$ cat src/rtl/pipelined_cs_addsub.sv
// rtl/pipelined_cs_addsub.sv - pipelined carry-select adder/subtractor with valid/ready handshake
module pipelined_cs_addsub #(
   parameter int WIDTH = 32,
   parameter int BLOCK = 8
) (
   input  logic             clock,
   input  logic             reset,
   input  logic             in_valid,
   output logic             in_ready,
   input  logic [WIDTH-1:0] a,
   input  logic [WIDTH-1:0] b,
   input  logic             sub,
   input  logic             carry_in,
   output logic             out_valid,
   input  logic             out_ready,
   output logic [WIDTH-1:0] sum,
   output logic             carry_out,
   output logic             overflow,
   output logic             zero
);

   localparam int NBLK = WIDTH / BLOCK;
   localparam int LAST = NBLK - 1;

   // Per-stage state. Stage k has blocks 0..k resolved in res_q[k] and the
   // carry out of block k in cy_q[k]; candidates ride along for later stages.
   logic [NBLK-1:0]  v_q;
   logic [NBLK-1:0]  cy_q;
   logic [NBLK-1:0]  am_q;
   logic [NBLK-1:0]  bm_q;
   logic [WIDTH-1:0] res_q [NBLK];
   logic [WIDTH-1:0] s0_q  [NBLK];
   logic [WIDTH-1:0] s1_q  [NBLK];
   logic [NBLK-1:0]  c0_q  [NBLK];
   logic [NBLK-1:0]  c1_q  [NBLK];

   logic             adv;
   logic [WIDTH-1:0] beff;
   logic             cin0;
   logic [WIDTH-1:0] st0_s0;
   logic [WIDTH-1:0] st0_s1;
   logic [NBLK-1:0]  st0_c0;
   logic [NBLK-1:0]  st0_c1;
   logic [WIDTH-1:0] st0_res;
   logic             st0_cy;
   logic [WIDTH-1:0] nxt_res [NBLK];
   logic [NBLK-1:0]  nxt_cy;

   // The whole pipe moves as one; a stalled output freezes every stage.
   assign adv      = ~reset & (~out_valid | out_ready);
   assign in_ready = adv;

   // Stage 0: both carry candidates per block; block 0 resolved with the real carry-in.
   always_comb begin
      logic [BLOCK:0] t0;
      logic [BLOCK:0] t1;
      logic [BLOCK:0] tb0;
      beff    = sub ? ~b : b;
      cin0    = sub | carry_in;
      st0_s0  = '0;
      st0_s1  = '0;
      st0_c0  = '0;
      st0_c1  = '0;
      for (int k = 0; k < NBLK; k++) begin
         t0 = {1'b0, a[k*BLOCK +: BLOCK]} + {1'b0, beff[k*BLOCK +: BLOCK]};
         t1 = t0 + (BLOCK+1)'(1);
         st0_s0[k*BLOCK +: BLOCK] = t0[BLOCK-1:0];
         st0_s1[k*BLOCK +: BLOCK] = t1[BLOCK-1:0];
         st0_c0[k] = t0[BLOCK];
         st0_c1[k] = t1[BLOCK];
      end
      tb0 = {1'b0, a[BLOCK-1:0]} + {1'b0, beff[BLOCK-1:0]} + {{BLOCK{1'b0}}, cin0};
      st0_res              = st0_s0;
      st0_res[BLOCK-1:0]   = tb0[BLOCK-1:0];
      st0_cy               = tb0[BLOCK];
   end

   // Stage k picks block k's candidate from the registered carry of block k-1.
   always_comb begin
      for (int k = 0; k < NBLK; k++) begin
         nxt_res[k] = '0;
      end
      nxt_cy = '0;
      for (int k = 1; k < NBLK; k++) begin
         nxt_res[k] = res_q[k-1];
         nxt_res[k][k*BLOCK +: BLOCK] = cy_q[k-1] ? s1_q[k-1][k*BLOCK +: BLOCK]
                                                  : s0_q[k-1][k*BLOCK +: BLOCK];
         nxt_cy[k] = cy_q[k-1] ? c1_q[k-1][k] : c0_q[k-1][k];
      end
   end

   // Pipeline registers: clear on reset, shift together on adv, otherwise hold.
   always_ff @(posedge clock) begin
      if (reset) begin
         v_q  <= '0;
         cy_q <= '0;
         am_q <= '0;
         bm_q <= '0;
         for (int k = 0; k < NBLK; k++) begin
            res_q[k] <= '0;
            s0_q[k]  <= '0;
            s1_q[k]  <= '0;
            c0_q[k]  <= '0;
            c1_q[k]  <= '0;
         end
      end else if (adv) begin
         v_q[0]   <= in_valid;
         res_q[0] <= st0_res;
         cy_q[0]  <= st0_cy;
         s0_q[0]  <= st0_s0;
         s1_q[0]  <= st0_s1;
         c0_q[0]  <= st0_c0;
         c1_q[0]  <= st0_c1;
         am_q[0]  <= a[WIDTH-1];
         bm_q[0]  <= beff[WIDTH-1];
         for (int k = 1; k < NBLK; k++) begin
            v_q[k]   <= v_q[k-1];
            res_q[k] <= nxt_res[k];
            cy_q[k]  <= nxt_cy[k];
            s0_q[k]  <= s0_q[k-1];
            s1_q[k]  <= s1_q[k-1];
            c0_q[k]  <= c0_q[k-1];
            c1_q[k]  <= c1_q[k-1];
            am_q[k]  <= am_q[k-1];
            bm_q[k]  <= bm_q[k-1];
         end
      end
   end

   // Final stage drives the result; zero is qualified so a cleared pipe reports 0.
   assign out_valid = v_q[LAST];
   assign sum       = res_q[LAST];
   assign carry_out = cy_q[LAST];
   assign overflow  = (am_q[LAST] == bm_q[LAST]) && (res_q[LAST][WIDTH-1] != am_q[LAST]);
   assign zero      = v_q[LAST] & ~|res_q[LAST];

endmodule
$ cat config.mk
export PLATFORM = sky130hd
export DESIGN_NAME = pipelined_cs_addsub
export DESIGN_NICKNAME = d
export VERILOG_FILES = /design/src/rtl/pipelined_cs_addsub.sv
export SDC_FILE = /design/constraint.sdc
export NUM_CORES = 1
export LEC_CHECK = 0
export CORE_ASPECT_RATIO = 0.5
export CORE_MARGIN = 8
export CORE_UTILIZATION = 30
export CTS_CLUSTER_SIZE = 20
export DETAILED_ROUTE_END_ITERATION = 10
export GPL_ROUTABILITY_DRIVEN = 0
export HOLD_SLACK_MARGIN = 0.06
export MAX_ROUTING_LAYER = met4
export PLACE_DENSITY = 0.58
export SLEW_MARGIN = 20
export SYNTH_ARGS = -nofsm -noshare
export SYNTH_HDL_FRONTEND = slang
export SYNTH_SLANG_ARGS = --single-unit
$ cat constraint.sdc
create_clock -name clock -period 17.89 [get_ports clock]
set_input_delay 5.367 -clock clock [delete_from_list [all_inputs] [get_ports clock]]
set_output_delay 5.367 -clock clock [all_outputs]
set_load 0.03 [all_outputs]
==> results.tsv, run 1 <==
metric	value	unit
antenna_left	0	
vias_per_cell	4.38	
post_cts_buffers	0	
grt_pass1_wl	31.6	mm
startpoint_type	primary input	
drc_errors	0	
synth_compound_area_share	5.58	%
slew_headroom	28.6	%
portBuffers	106	
syn_area	9860	µm²
wire_per_inst	14.9	µm
muxShareOfSynthArea	2.84	%
tightest_slew	1.07	ns
fin_crit	12.49	ns
cts_buffers	21	
cts.sinks	204	
rsz0062_at_grt	false	
synth_top_family_by_area	simple AND/OR/NAND/NOR gates	
arrival	7.12	ns
crit_fanout	21	
antenna_found_initial	0	
ys_ff_latch	204	
multi_input_area	3690	µm²
seqCellArea	5970	µm²
die_x	272	µm
synth_cell_types	56	
powerDensity	102	nW/µm²
synth_ff_type	edfxtp_1	
setup_tns	0	ns
cts_hold_buf	0	
critPathKind	in2out	
nFillCells	3191	
fmax	80.1	MHz
grt.total_usage	10.1	%
setup_viol	0	
die_area	39300	µm²
hold_class	reg2reg	
clock_skew	0.0116	ns
synthAdderAreaFrac	6.27	%
coreArea	32700	µm²
syn_area_per_cell	12.7	µm²
vias	5857	
globalRouteOverflowTotal	0	
synth_xor_area_share	6.29	%
grt_max_degree	120	
final_cells	1336	
status	complete, no violations	
layout-drive-gt1-share	5.04	%
synthCells	775	
synth-seq-area-share	60.5	%
synth_edf_count	188	
rows	47	
initial_core_util	30.2	%
clock_latency	0.48	ns
finalCritPeriodShare	69.8	%
irDropWorstVdd	0.0597	mV
hold_viol	0	
critical_path.endpoint_type	output pin	
synthArstFlopShare	0	%
syn_to_final_growth	21.9	%
cts-resized-gates	0	
slew_violations	0	
ys_warn_count	0	
cts_tree	done	
first_iter_violations	308	
dp_hpwl	14.3	mm
h-tree-depth	1	
wl	19.9	mm
grt_pass1_vias	5930	
worstPathRequired	12.52	ns
cts.path.max_buffers	3	
synth_fp_nets	892	
clk_pin_slew	0.06	ns
fin_nets	995	
top_level_ports	107	
die_y	144	µm
dr.pass1.iters	6	
placedCellCount	1296	
synthSimpleGateAreaFrac	16.4	%
drv_cap	0	
clockRootBuffer	clkbuf_16	
p_leak	4.75	nW
-- power breakdown --
| group | total, mW | switching, mW | internal, mW |
|---|---|---|---|
| registers | 0.604 | 0.0196 | 0.584 |
| clock network | 0.401 | 0.166 | 0.235 |
| logic | 0.216 | 0.118 | 0.0984 |
-- placed cells by master (no fill, tap or decap), drive strengths merged, types with 5 or more instances in the layout --
master,instances
a21oi,14
a22o,11
and2,128
and3,5
buf,5
clkbuf,28
clkdlybuf4s50,105
clkinv,6
dfxtp,16
edfxtp,188
ha,43
inv,24
mux2i,28
nand2,22
nand3,16
nand4,8
nor2,73
nor3,12
nor4,9
o21ai,18
xnor2,18
xor2,52
-- flip-flops by register name, summed over array words and instances (netlist names) --
register / flops
am_q: 4
bm_q: 4
c0_q: 6
c1_q: 6
cy_q: 4
res_q: 110
s0_q: 18
s1_q: 48
v_q: 4
-- per-stage QoR --
step / util (%) / total power, mW / worst slack [ns] / area [µm²] / hold WS, ns
finish: 36.8 / 1.22 / 5.40 / 12000 / 0.462
global route: 36.8 / 1.28 / 5.29 / 12000 / 0.490
CTS: 36.8 / 1.24 / 5.38 / 12000 / 0.462
detailed placement: 34.8 / 0.832 / 5.38 / 11400 / 0.452
global placement: 34.8 / 0.827 / 5.43 / 11400 / 0.456
floorplan: - / 0.761 / 6.26 / 9860 / 0.427
-- synthesized netlist by cell type, drive strengths merged (9+ instances only) --
library cell,instances,area share (%)
edfxtp,188,57
ha,43,5.5
dfxtp,16,3.2
o21ai,18,0.91
and2,128,8.1
nand3,16,0.86
nand2,22,0.84
nor3,12,0.61
a22o,11,0.98
xor2,52,4.7
mux2i,28,2.8
xnor2,18,1.6
nor2,73,2.8
nor4,9,0.57
a21oi,14,0.75
clkbuf,26,1.1
inv,23,0.88
-- worst paths after layout --
kind,start,end,slack (ns),depth (start not counted)
setup reg to reg,v_q[3],res_q[0][10],15.29,4
hold / removal,v_q[2],v_q[3],0.46,1
setup / recovery,reset,in_ready,5.40,5
hold reg to reg,v_q[2],v_q[3],0.46,1
-- cell families after synthesis --
logic type,after synthesis
AND/OR/NAND/NOR,296
flip-flops,204
multiplexers,28
XOR/XNOR,70
AO/OA/AOI/OAI,77
adder cells (fa/ha/maj),47
buffers and inverters,53
-- layer usage --
metal,wire (µm),global-route usage [%],up-vias,share of wire (%)
li1,-,-,2973,-
met1,9240,12.7,2774,46
met2,9510,16.7,82,48
met3,826,1.88,28,4.1
met4,339,2.65,0,1.7
met5,0,-,-,0
-- critical path, cell delays in order --
cell	delay, ns
clkdlybuf4s50_1	0.42
inv_1	0.16
nand2_2	0.16
inv_2	0.27
clkdlybuf4s50_1	0.73
-- area by class of cell --
class	instances	share of cell area, %
Antenna cell	3	0.0624
Clock buffer	28	4.67
Clock inverter	9	0.593
Inverter	23	0.760
Multi-Input combinational cell	518	30.7
Sequential cell	204	49.6
Tap cell	441	4.59
Timing Repair Buffer	110	9.03
Power figures use the tool's default switching activity.
==> inputs of run 2 (changes only) <==
==> constraint.sdc (replaced) <==
create_clock -name clock -period 13.1 [get_ports clock]
set_input_delay 3.93 -clock clock [delete_from_list [all_inputs] [get_ports clock]]
set_output_delay 3.93 -clock clock [all_outputs]
set_load 0.03 [all_outputs]
==> results.tsv, run 2 (synthesized netlist as in run 1, its figures left out) <==
metric	value	unit	change
wire_per_inst	14.9	µm	about the same
cts-resized-gates	0		unchanged
h-tree-depth	1		unchanged
clockRootBuffer	clkbuf_16		unchanged
coreArea	32700	µm²	unchanged
worstPathRequired	9.17	ns	was 12.52 ns
critPathKind	in2out		unchanged
seqPwrFrac	46.6	%	was 49.5%
cts.path.max_buffers	3		unchanged
utilization	37.3	%	was 36.8%
multi_input_area	3690	µm²	unchanged
antenna_left	0		unchanged
p_sw	431	µW	was 303 µW
die_x	272	µm	unchanged
setup_slack	3.52	ns	was 5.40 ns
dp_worst_setup_slack	3.50	ns	was 5.38 ns
fmax	104	MHz	
status	complete, no violations		unchanged
finalInstanceArea	12200	µm²	was 12000 µm²
fin_crit	9.58	ns	
clk_pin_slew	0.06	ns	about the same
irDropWorstVdd	0.0773	mV	was 0.0597 mV
tightest_slew	1.04	ns	was 1.07 ns
layout-drive-gt1-share	6.25	%	was 5.04%
finalCritPeriodShare	73.1	%	
post_cts_buffers	0		unchanged
slew_violations	0		unchanged
rows	47		unchanged
clock_latency	0.49	ns	was 0.48 ns
seqCellArea	5970	µm²	unchanged
power_frac_clock	36.7	%	was 32.8%
die_area	39300	µm²	unchanged
crit_fanout	20		was 21
grt_pass1_wl	32.1	mm	was 31.6 mm
swShare	24.3	%	was 24.8%
fin_nets	997		was 995
grt.total_usage	10.2	%	was 10.1%
die_y	144	µm	unchanged
p_leak	4.84	nW	was 4.75 nW
combPwrFrac	16.7	%	was 17.7%
rsz0062_at_grt	false		unchanged
slew_headroom	30.7	%	was 28.6%
nFillCells	3187		was 3191
vias	5882		was 5857
vias_per_cell	4.40		was 4.38
cts_hold_buf	0		unchanged
drc_errors	0		unchanged
reg_top3	res_q (110), s1_q (48), s0_q (18)		unchanged
p_int	1.34	mW	was 918 µW
portBuffers	106		unchanged
hold_class	reg2reg		unchanged
dp_hpwl	14.3	mm	about the same
startpoint_type	primary input		unchanged
setup_viol	0		unchanged
arrival	5.65	ns	was 7.12 ns
critical_path.endpoint_type	output pin		unchanged
wl	19.9	mm	about the same
drv_cap	0		unchanged
cts_buffers	22		was 21
powerDensity	145	nW/µm²	was 102 nW/µm²
cts.sinks	204		unchanged
grt_max_degree	120		unchanged
max_flop_register	res_q		unchanged
largest_reg_flops	110		unchanged
antenna_found_initial	0		unchanged
first_iter_violations	361		was 308
initial_core_util	30.2	%	unchanged
syn_to_final_growth	23.5	%	was 21.9%
dr.pass1.iters	5		was 6
clock_skew	0.00759	ns	was 0.0116 ns
top_level_ports	107		unchanged
setup_tns	0	ns	unchanged
cts_tree	done		unchanged
globalRouteOverflowTotal	0		unchanged
placed_cell_area	11400	µm²	about the same
grt_pass1_vias	5981		was 5930
layout_common_cells	188 x edfxtp_1, 128 x and2_1, 105 x clkdlybuf4s50_1		unchanged
final_common_cell	edfxtp_1		unchanged
hold_viol	0		unchanged
-- run 2: cell count changes in the layout (fill, tap and decap cells not counted), sizes merged --
cell,previous run,this run
clkbuf,28,31
buf,5,6
clkinv,6,5
diode,3,1
bufinv,1,2
-- run 2: worst max-delay path, stage by stage --
cell	delay, ns
clkdlybuf4s50_1	0.42
inv_1	0.16
nand2_2	0.15
inv_2	0.26
clkdlybuf4s50_1	0.73
-- run 2: layout make-up --
cell class,count,area share [%]
antenna,1,0.0205
clock buffer,31,5.65
clock inverter,9,0.822
inverter,23,0.750
multi-input combinational,518,30.3
sequential,204,49.0
tap,441,4.53
timing repair buffer,111,8.98
-- run 2: power by group through the flow --
stage | combinational, mW | sequential (mW) | clock (mW)
after global placement | 0.292 | 0.838 | 0
after global routing | 0.329 | 0.834 | 0.691
final | 0.295 | 0.825 | 0.649
after detailed placement | 0.297 | 0.841 | 0
after CTS | 0.299 | 0.827 | 0.665
after floorplan | 0.206 | 0.834 | 0
-- run 2: metrics by stage --
| step | hold WS, ns | instances | power [mW] |
|---|---|---|---|
| floorplan | 0.427 | 775 | 1.04 |
| global placement | 0.456 | 1297 | 1.13 |
| detailed placement | 0.458 | 1297 | 1.14 |
| CTS | 0.477 | 1337 | 1.79 |
| global route | 0.492 | 1337 | 1.85 |
| finish | 0.475 | 1338 | 1.77 |
-- run 2: per-layer routing --
| metal | track usage, % | part of all wire (%) |
|---|---|---|
| met5 | - | 0 |
| met4 | 2.12 | 1.5 |
| met3 | 1.70 | 3.5 |
| met2 | 17.1 | 48 |
| met1 | 13.2 | 47 |
-- run 2: worst paths after layout --
path	from	endpoint	slack, ns	depth (start not counted)
worst max-delay path	reset	in_ready	3.52	5
worst min-delay path	bm_q[2]	bm_q[2]	0.48	1
worst max register to register	v_q[3]	res_q[2][21]	10.54	4
worst min register to register	bm_q[2]	bm_q[2]	0.48	1
